File: src/rtl/iiitb_gc_pkg.sv
// Shared definitions for the gray-code counter sequencer.
// - Default counter width and burst-length width.
// - Command opcodes seen on cmd_op.
// - FSM state encodings, kept as plain localparam constants so that
//   older tools can read them.
package iiitb_gc_pkg;

  localparam int GC_WIDTH = 8;
  localparam int GC_LEN_W = 16;

  typedef enum logic [1:0] {
    OP_CLEAR = 2'b00,
    OP_STEP  = 2'b01,
    OP_BURST = 2'b10,
    OP_STOP  = 2'b11
  } gc_op_e;

  typedef logic [1:0] gc_state_t;

  localparam gc_state_t ST_IDLE  = 2'd0;
  localparam gc_state_t ST_CLR   = 2'd1;
  localparam gc_state_t ST_BURST = 2'd2;

endpackage

File: src/rtl/iiitb_gc_gray2bin.sv
// Combinational gray-to-binary converter.
// Ports:
//   gray - reflected-binary input code
//   bin  - equivalent plain binary value
// Bit i of the binary value is the XOR of all gray bits at position i and above.
module iiitb_gc_gray2bin #(
  parameter int WIDTH = 8
) (
  input  logic [WIDTH-1:0] gray,
  output logic [WIDTH-1:0] bin
);

  always_comb begin
    bin = '0;
    for (int i = 0; i < WIDTH; i++) begin
      bin[i] = ^(gray >> i);
    end
  end

endmodule

File: src/rtl/iiitb_gc_ctrl.sv
// Command-driven sequencer for the gray-code counter.
// Ports:
//   clk, reset_n        - counter clock, asynchronous active-low reset
//   cmd_valid/cmd_ready - command handshake (accepted when both are high)
//   cmd_op, cmd_len     - opcode (CLEAR/STEP/BURST/STOP) and BURST length
//   hold                - pauses an active BURST without losing progress
//   gray_in             - gray count fed back from the counter
//   gc_enable, gc_clear - counter enable and synchronous clear
//   busy                - high whenever the sequencer is not idle
//   done, aborted       - completion pulse; aborted marks a STOP-ended BURST
//   cmd_err             - pulse for a non-STOP command dropped during BURST
//   wrap                - pulse one cycle after the counter wraps to zero
//   bin_count           - registered binary mirror of gray_in
module iiitb_gc_ctrl
  import iiitb_gc_pkg::*;
#(
  parameter int WIDTH = GC_WIDTH,
  parameter int LEN_W = GC_LEN_W
) (
  input  logic             clk,
  input  logic             reset_n,
  input  logic             cmd_valid,
  output logic             cmd_ready,
  input  logic [1:0]       cmd_op,
  input  logic [LEN_W-1:0] cmd_len,
  input  logic             hold,
  input  logic [WIDTH-1:0] gray_in,
  output logic             gc_enable,
  output logic             gc_clear,
  output logic             busy,
  output logic             done,
  output logic             aborted,
  output logic             cmd_err,
  output logic             wrap,
  output logic [WIDTH-1:0] bin_count
);

  // Gray code of the all-ones binary value: the last code before a wrap.
  localparam logic [WIDTH-1:0] GRAY_TOP = {1'b1, {(WIDTH-1){1'b0}}};

  gc_state_t        state_q, state_d;
  logic [LEN_W-1:0] remaining_q, remaining_d;
  logic             done_q, done_d;
  logic             aborted_q, aborted_d;
  logic             cmd_err_q, cmd_err_d;
  logic             wrap_q, wrap_d;
  logic [WIDTH-1:0] bin_count_q, bin_count_d;
  logic [WIDTH-1:0] gray_prev_q;

  logic accept;
  logic stop_req;

  iiitb_gc_gray2bin #(.WIDTH(WIDTH)) u_gray2bin (
    .gray (gray_in),
    .bin  (bin_count_d)
  );

  // CLR is the only state that cannot take a command; STOP is acted on
  // combinationally so the counter never steps on the cycle it is accepted.
  assign cmd_ready = (state_q != ST_CLR);
  assign accept    = cmd_valid && cmd_ready;
  assign stop_req  = cmd_valid && (cmd_op == OP_STOP);
  assign gc_clear  = (state_q == ST_CLR);
  assign gc_enable = (state_q == ST_BURST) && !hold && !stop_req;
  assign busy      = (state_q != ST_IDLE);

  assign wrap_d = (gray_prev_q == GRAY_TOP) && (gray_in == '0);

  always_comb begin
    // NOTE: every output of this block gets a default first, so no path
    // leaves a signal unassigned and no latch is inferred.
    state_d     = state_q;
    remaining_d = remaining_q;
    done_d      = 1'b0;
    aborted_d   = 1'b0;
    cmd_err_d   = 1'b0;

    case (state_q)
      ST_IDLE: begin
        if (accept) begin
          case (cmd_op)
            OP_CLEAR: state_d = ST_CLR;
            OP_STEP: begin
              state_d     = ST_BURST;
              remaining_d = LEN_W'(1);
            end
            OP_BURST: begin
              // A zero-length burst completes immediately without moving.
              if (cmd_len != '0) begin
                state_d     = ST_BURST;
                remaining_d = cmd_len;
              end else begin
                done_d = 1'b1;
              end
            end
            default: ; // STOP while idle has nothing to stop
          endcase
        end
      end

      ST_CLR: begin
        state_d = ST_IDLE;
        done_d  = 1'b1;
      end

      ST_BURST: begin
        if (stop_req) begin
          state_d     = ST_IDLE;
          remaining_d = '0;
          done_d      = 1'b1;
          aborted_d   = 1'b1;
        end else begin
          if (accept) begin
            cmd_err_d = 1'b1;
          end
          if (gc_enable) begin
            remaining_d = remaining_q - LEN_W'(1);
            if (remaining_q == LEN_W'(1)) begin
              state_d = ST_IDLE;
              done_d  = 1'b1;
            end
          end
        end
      end

      default: state_d = ST_IDLE;
    endcase
  end

  // NOTE: sequential state uses non-blocking assignments so every flop
  // samples the pre-edge values, independent of block ordering.
  always_ff @(posedge clk or negedge reset_n) begin
    if (!reset_n) begin
      state_q     <= ST_IDLE;
      remaining_q <= '0;
      done_q      <= 1'b0;
      aborted_q   <= 1'b0;
      cmd_err_q   <= 1'b0;
      wrap_q      <= 1'b0;
      bin_count_q <= '0;
      gray_prev_q <= '0;
    end else begin
      state_q     <= state_d;
      remaining_q <= remaining_d;
      done_q      <= done_d;
      aborted_q   <= aborted_d;
      cmd_err_q   <= cmd_err_d;
      wrap_q      <= wrap_d;
      bin_count_q <= bin_count_d;
      gray_prev_q <= gray_in;
    end
  end

  assign done      = done_q;
  assign aborted   = aborted_q;
  assign cmd_err   = cmd_err_q;
  assign wrap      = wrap_q;
  assign bin_count = bin_count_q;

endmodule

File: config.mk
export PLATFORM = sky130hd
export DESIGN_NAME = iiitb_gc_ctrl
export DESIGN_NICKNAME = d
export VERILOG_FILES = /design/src/rtl/iiitb_gc_pkg.sv /design/src/rtl/iiitb_gc_gray2bin.sv /design/src/rtl/iiitb_gc_ctrl.sv
export SDC_FILE = /design/constraint.sdc
export NUM_CORES = 1
export LEC_CHECK = 0
export ABC_AREA = 1
export CAP_MARGIN = 20
export CORE_MARGIN = 1.5
export CORE_UTILIZATION = 52
export DETAILED_ROUTE_END_ITERATION = 6
export HOLD_SLACK_MARGIN = 0.02
export PLACE_DENSITY = 0.79
export SLEW_MARGIN = 0
export SYNTH_ARGS = -nofsm -noshare
export SYNTH_HDL_FRONTEND = slang
export SYNTH_SLANG_ARGS = --single-unit
File: constraint.sdc
create_clock -name clk -period 1.75 [get_ports clk]
set_clock_uncertainty 0.1 [all_clocks]
set_input_delay 0.2625 -clock clk [delete_from_list [all_inputs] [get_ports clk]]
set_output_delay 0.2625 -clock clk [all_outputs]
set_load 0.005 [all_outputs]
==> results.md <==
* CP peak stage delay at 0.41 ns
* Post-synthesis sequential area ratio at 39.7%
* GR Util met3 at 4.76%
* # DRC at 0
* Final Cell Area at 3320 µm²
* Yosys top cell by area: dfrtp_1
* Most common cell in the netlist: nand2_1
* Final Hold Viols at 0
* Maximum vdd drop at 864 µV
* Die Ht at 70.0 µm
* Area of the mapped netlist at 2330 µm²
* CP endpoint kind: flop
* Vias per std cell at 4.99
* CTS tree: built
* M1 GR Usage at 30.6%
* DIE WIDTH at 70.0 µm
* GRT Resource Usage Total at 25.3%
* Clock Sinks at 37
* Slew @ Worst Pin at 0.478 ns
* Antenna Cells at 0
* WL per Instance at 13.0 µm
* DRT iter0 DRCs at 182
* Status: completed
* Critical path arrival at 1.83 ns
* Worst path cell trace: buf_6 -> nor2_4 -> buf_6 -> nand2_2 -> nor2_2 -> nand3_2 -> nand2_4 -> nor2_8 -> inv_4 -> buf_12 -> nand2_1 -> nand2_1
* Library cells used by synthesis at 28
* Gp weighted congestion at 0.895
* Leakage power at 1.71 nW
* EDFF count, synth at 0
* Initial antenna violation count at 0
* Crit share post-route at 96.7%
* Final worst slack at 0.0582 ns
* Number of global-route vias before repair at 2237
* Final Critical Period at 1.69 ns
* Placed cells at 446
* Area post-placement at 3070 µm²
* Clk Latency, worst-skew pair at 0.30 ns
* Multi-input logic area at 1220 µm²
* Setup tns final at 0 ns
* Final setup violation count at 0
* Hold crit path type: input port to flop
* CP startpoint kind: flop
* Via count at 2297
* WS Path Type: flop to flop
* Largest net degree at the start of global routing at 38
* Syn. warnings at 0
* Clk pin slew, worst setup/hold paths at 0.08 ns
* CP max FO at 7
* Synth top area share at 39.7%
* DR pass1 iterations at 6
* PortBufs at 45
* Post-synth top cells: nand2_1 (93), inv_1 (45), nor2_1 (43)
* Layout Area Growth over Synthesis at 42.2%
* Top FF cell, synth: dfrtp_1
* CP required at 1.89 ns
* Area of the core at 4320 µm²
* Worst slew margin at 68.1%
* Mapped Cells at 319
* GRT overflow at 0
* Total Power at 4.61 mW
* Most used routing layer: met2
* First-pass GRT wire length at 9930 µm
* Die area at 4900 µm²
* Fillers at 337
* Crit-path slowest cell: dfrtp_1
* Routing usage on met2 at 45.7%
* Synth async-reset ratio at 100%
* I/O pin cnt at 46
* Slew Limit Fails at 0
* Register area at 927 µm²
* H-Tree Depth at 2
* Pwr dens at 1390 nW/µm²
* Syn_area_per_cell at 7.32 µm²
* Drt total wl at 5980 µm
* #FFs+latches synth at 37
* Starting Density at 54.0%
* Final net count at 447
* Layout cells sized above 1 at 20.1%
* Clock Tree Buf Depth at 2
* Synthesized netlist net count at 359
* MaxCap Viol Count at 0
* Clk root buf: clkbuf_8
* DP HPWL at 4220 µm
* Finished Layout Cells at 460
* Antenna viol nets, final at 0
* FP Rows at 24
* Total CTS buffers at 5
* Pre-CTS setup slack at -0.378 ns
* Synth area leaders: dfrtp_1 (40%), nand2_1 (15%), inv_1 (7.2%)
* Max Fclk at 591 MHz
cells in the final DEF (no fill, tap or decap), types with 2 or more instances in the layout:
cell             Yosys  layout
ha_2                 0       2
dlygate4sd2_1        0       4
nand3_1             22      21
nand2_4              2       4
clkdlybuf4s50_1      0      38
nor2_2               1       4
nand4_1              5       5
ha_1                10       8
a21oi_1              2       2
o21bai_1             3       3
nand2_2             10      10
dfrtp_1             37      36
o21ai_0              9       9
buf_6                3       5
inv_2                1       2
o21ai_1              5       5
xnor2_1              7       7
inv_4                2       3
inv_1               45      43
nor2_1              43      38
nor3_1               3       3
nand2_1             93      91
clkbuf_8             0       5
o22ai_1              3       3
xor2_1               5       5
buf_4                2      32
nor2_4               0       2
cell families after synthesis:
family	count (synthesis)	share of synthesized area, %
AOI/OAI and AO/OA	22	5.20
DFF	37	39.7
and+or+nand+nor	184	35.1
adders and majority gates	10	5.36
xor gates and xnor gates	12	4.50
buffers and inverters	54	10.2
repair_timing:
action                                 in CTS  in global routing
setup endpoints to repair                  21                 18
cloned                                      0                  1
gates resized for setup                    13                 21
setup buffers                               3                  1
endpoints found under the hold margin      37                  0
pin swaps                                   3                  5
hold buffers                                1                  0
registers in the layout (all words and copies together) (netlist names):
signal,cells
remaining_q,16
bin_count,8
gray_prev_q,7
state_q,2
aborted,1
cmd_err,1
done,1
wrap,1
critical path: cells and delay by family, from the launching register on:
kind	cells	cell delay, ns
AND/OR/NAND/NOR	8	0.67
buffers and inverters	4	0.46
flip-flops	1	0.41
layer usage:
| layer | wire length (µm) | part of all wire (%) |
|---|---|---|
| met1 | 2500 | 42 |
| met3 | 315 | 5.3 |
| met4 | 95 | 1.6 |
| met5 | 0 | 0 |
| met2 | 3070 | 51 |
worst paths after layout:
check | start | to | slack, ns | cells past startpoint
worst max-delay path | state_q[0] | remaining_q[6] | 0.06 | 12
worst min-delay path | gray_in[0] | gray_prev_q[0] | 0.35 | 1
min in group asynchronous | reset_n | aborted | 0.43 | 3
worst min register to register | gray_prev_q[6] | wrap | 0.39 | 2
max in group asynchronous | reset_n | state_q[1] | 0.75 | 3
worst max register to register | state_q[0] | remaining_q[6] | 0.06 | 12
where the power goes:
group | internal (mW) | switching, mW | total, mW
logic | 1.13 | 1.45 | 2.58
registers | 1.07 | 0.203 | 1.27
clock network | 0.427 | 0.331 | 0.757
final cells by class:
type	instances	area share (%)
multi-input combinational	228	36.7
sequential	37	27.9
timing repair buffer	86	24.2
inverter	49	5.77
clock buffer	5	2.07
tap	52	1.96
clock inverter	3	1.39
metrics by stage:
stage | hold WS (ns) | utilization, %
3_3_place_gp | 0.232 | 71.0
4_1_cts | 0.340 | 74.8
3_5_place_dp | 0.233 | 71.0
6_report | 0.353 | 76.8
5_1_grt | 0.359 | 76.8
2_1_floorplan | -0.133 | -
(Power assumes the default switching activity.)
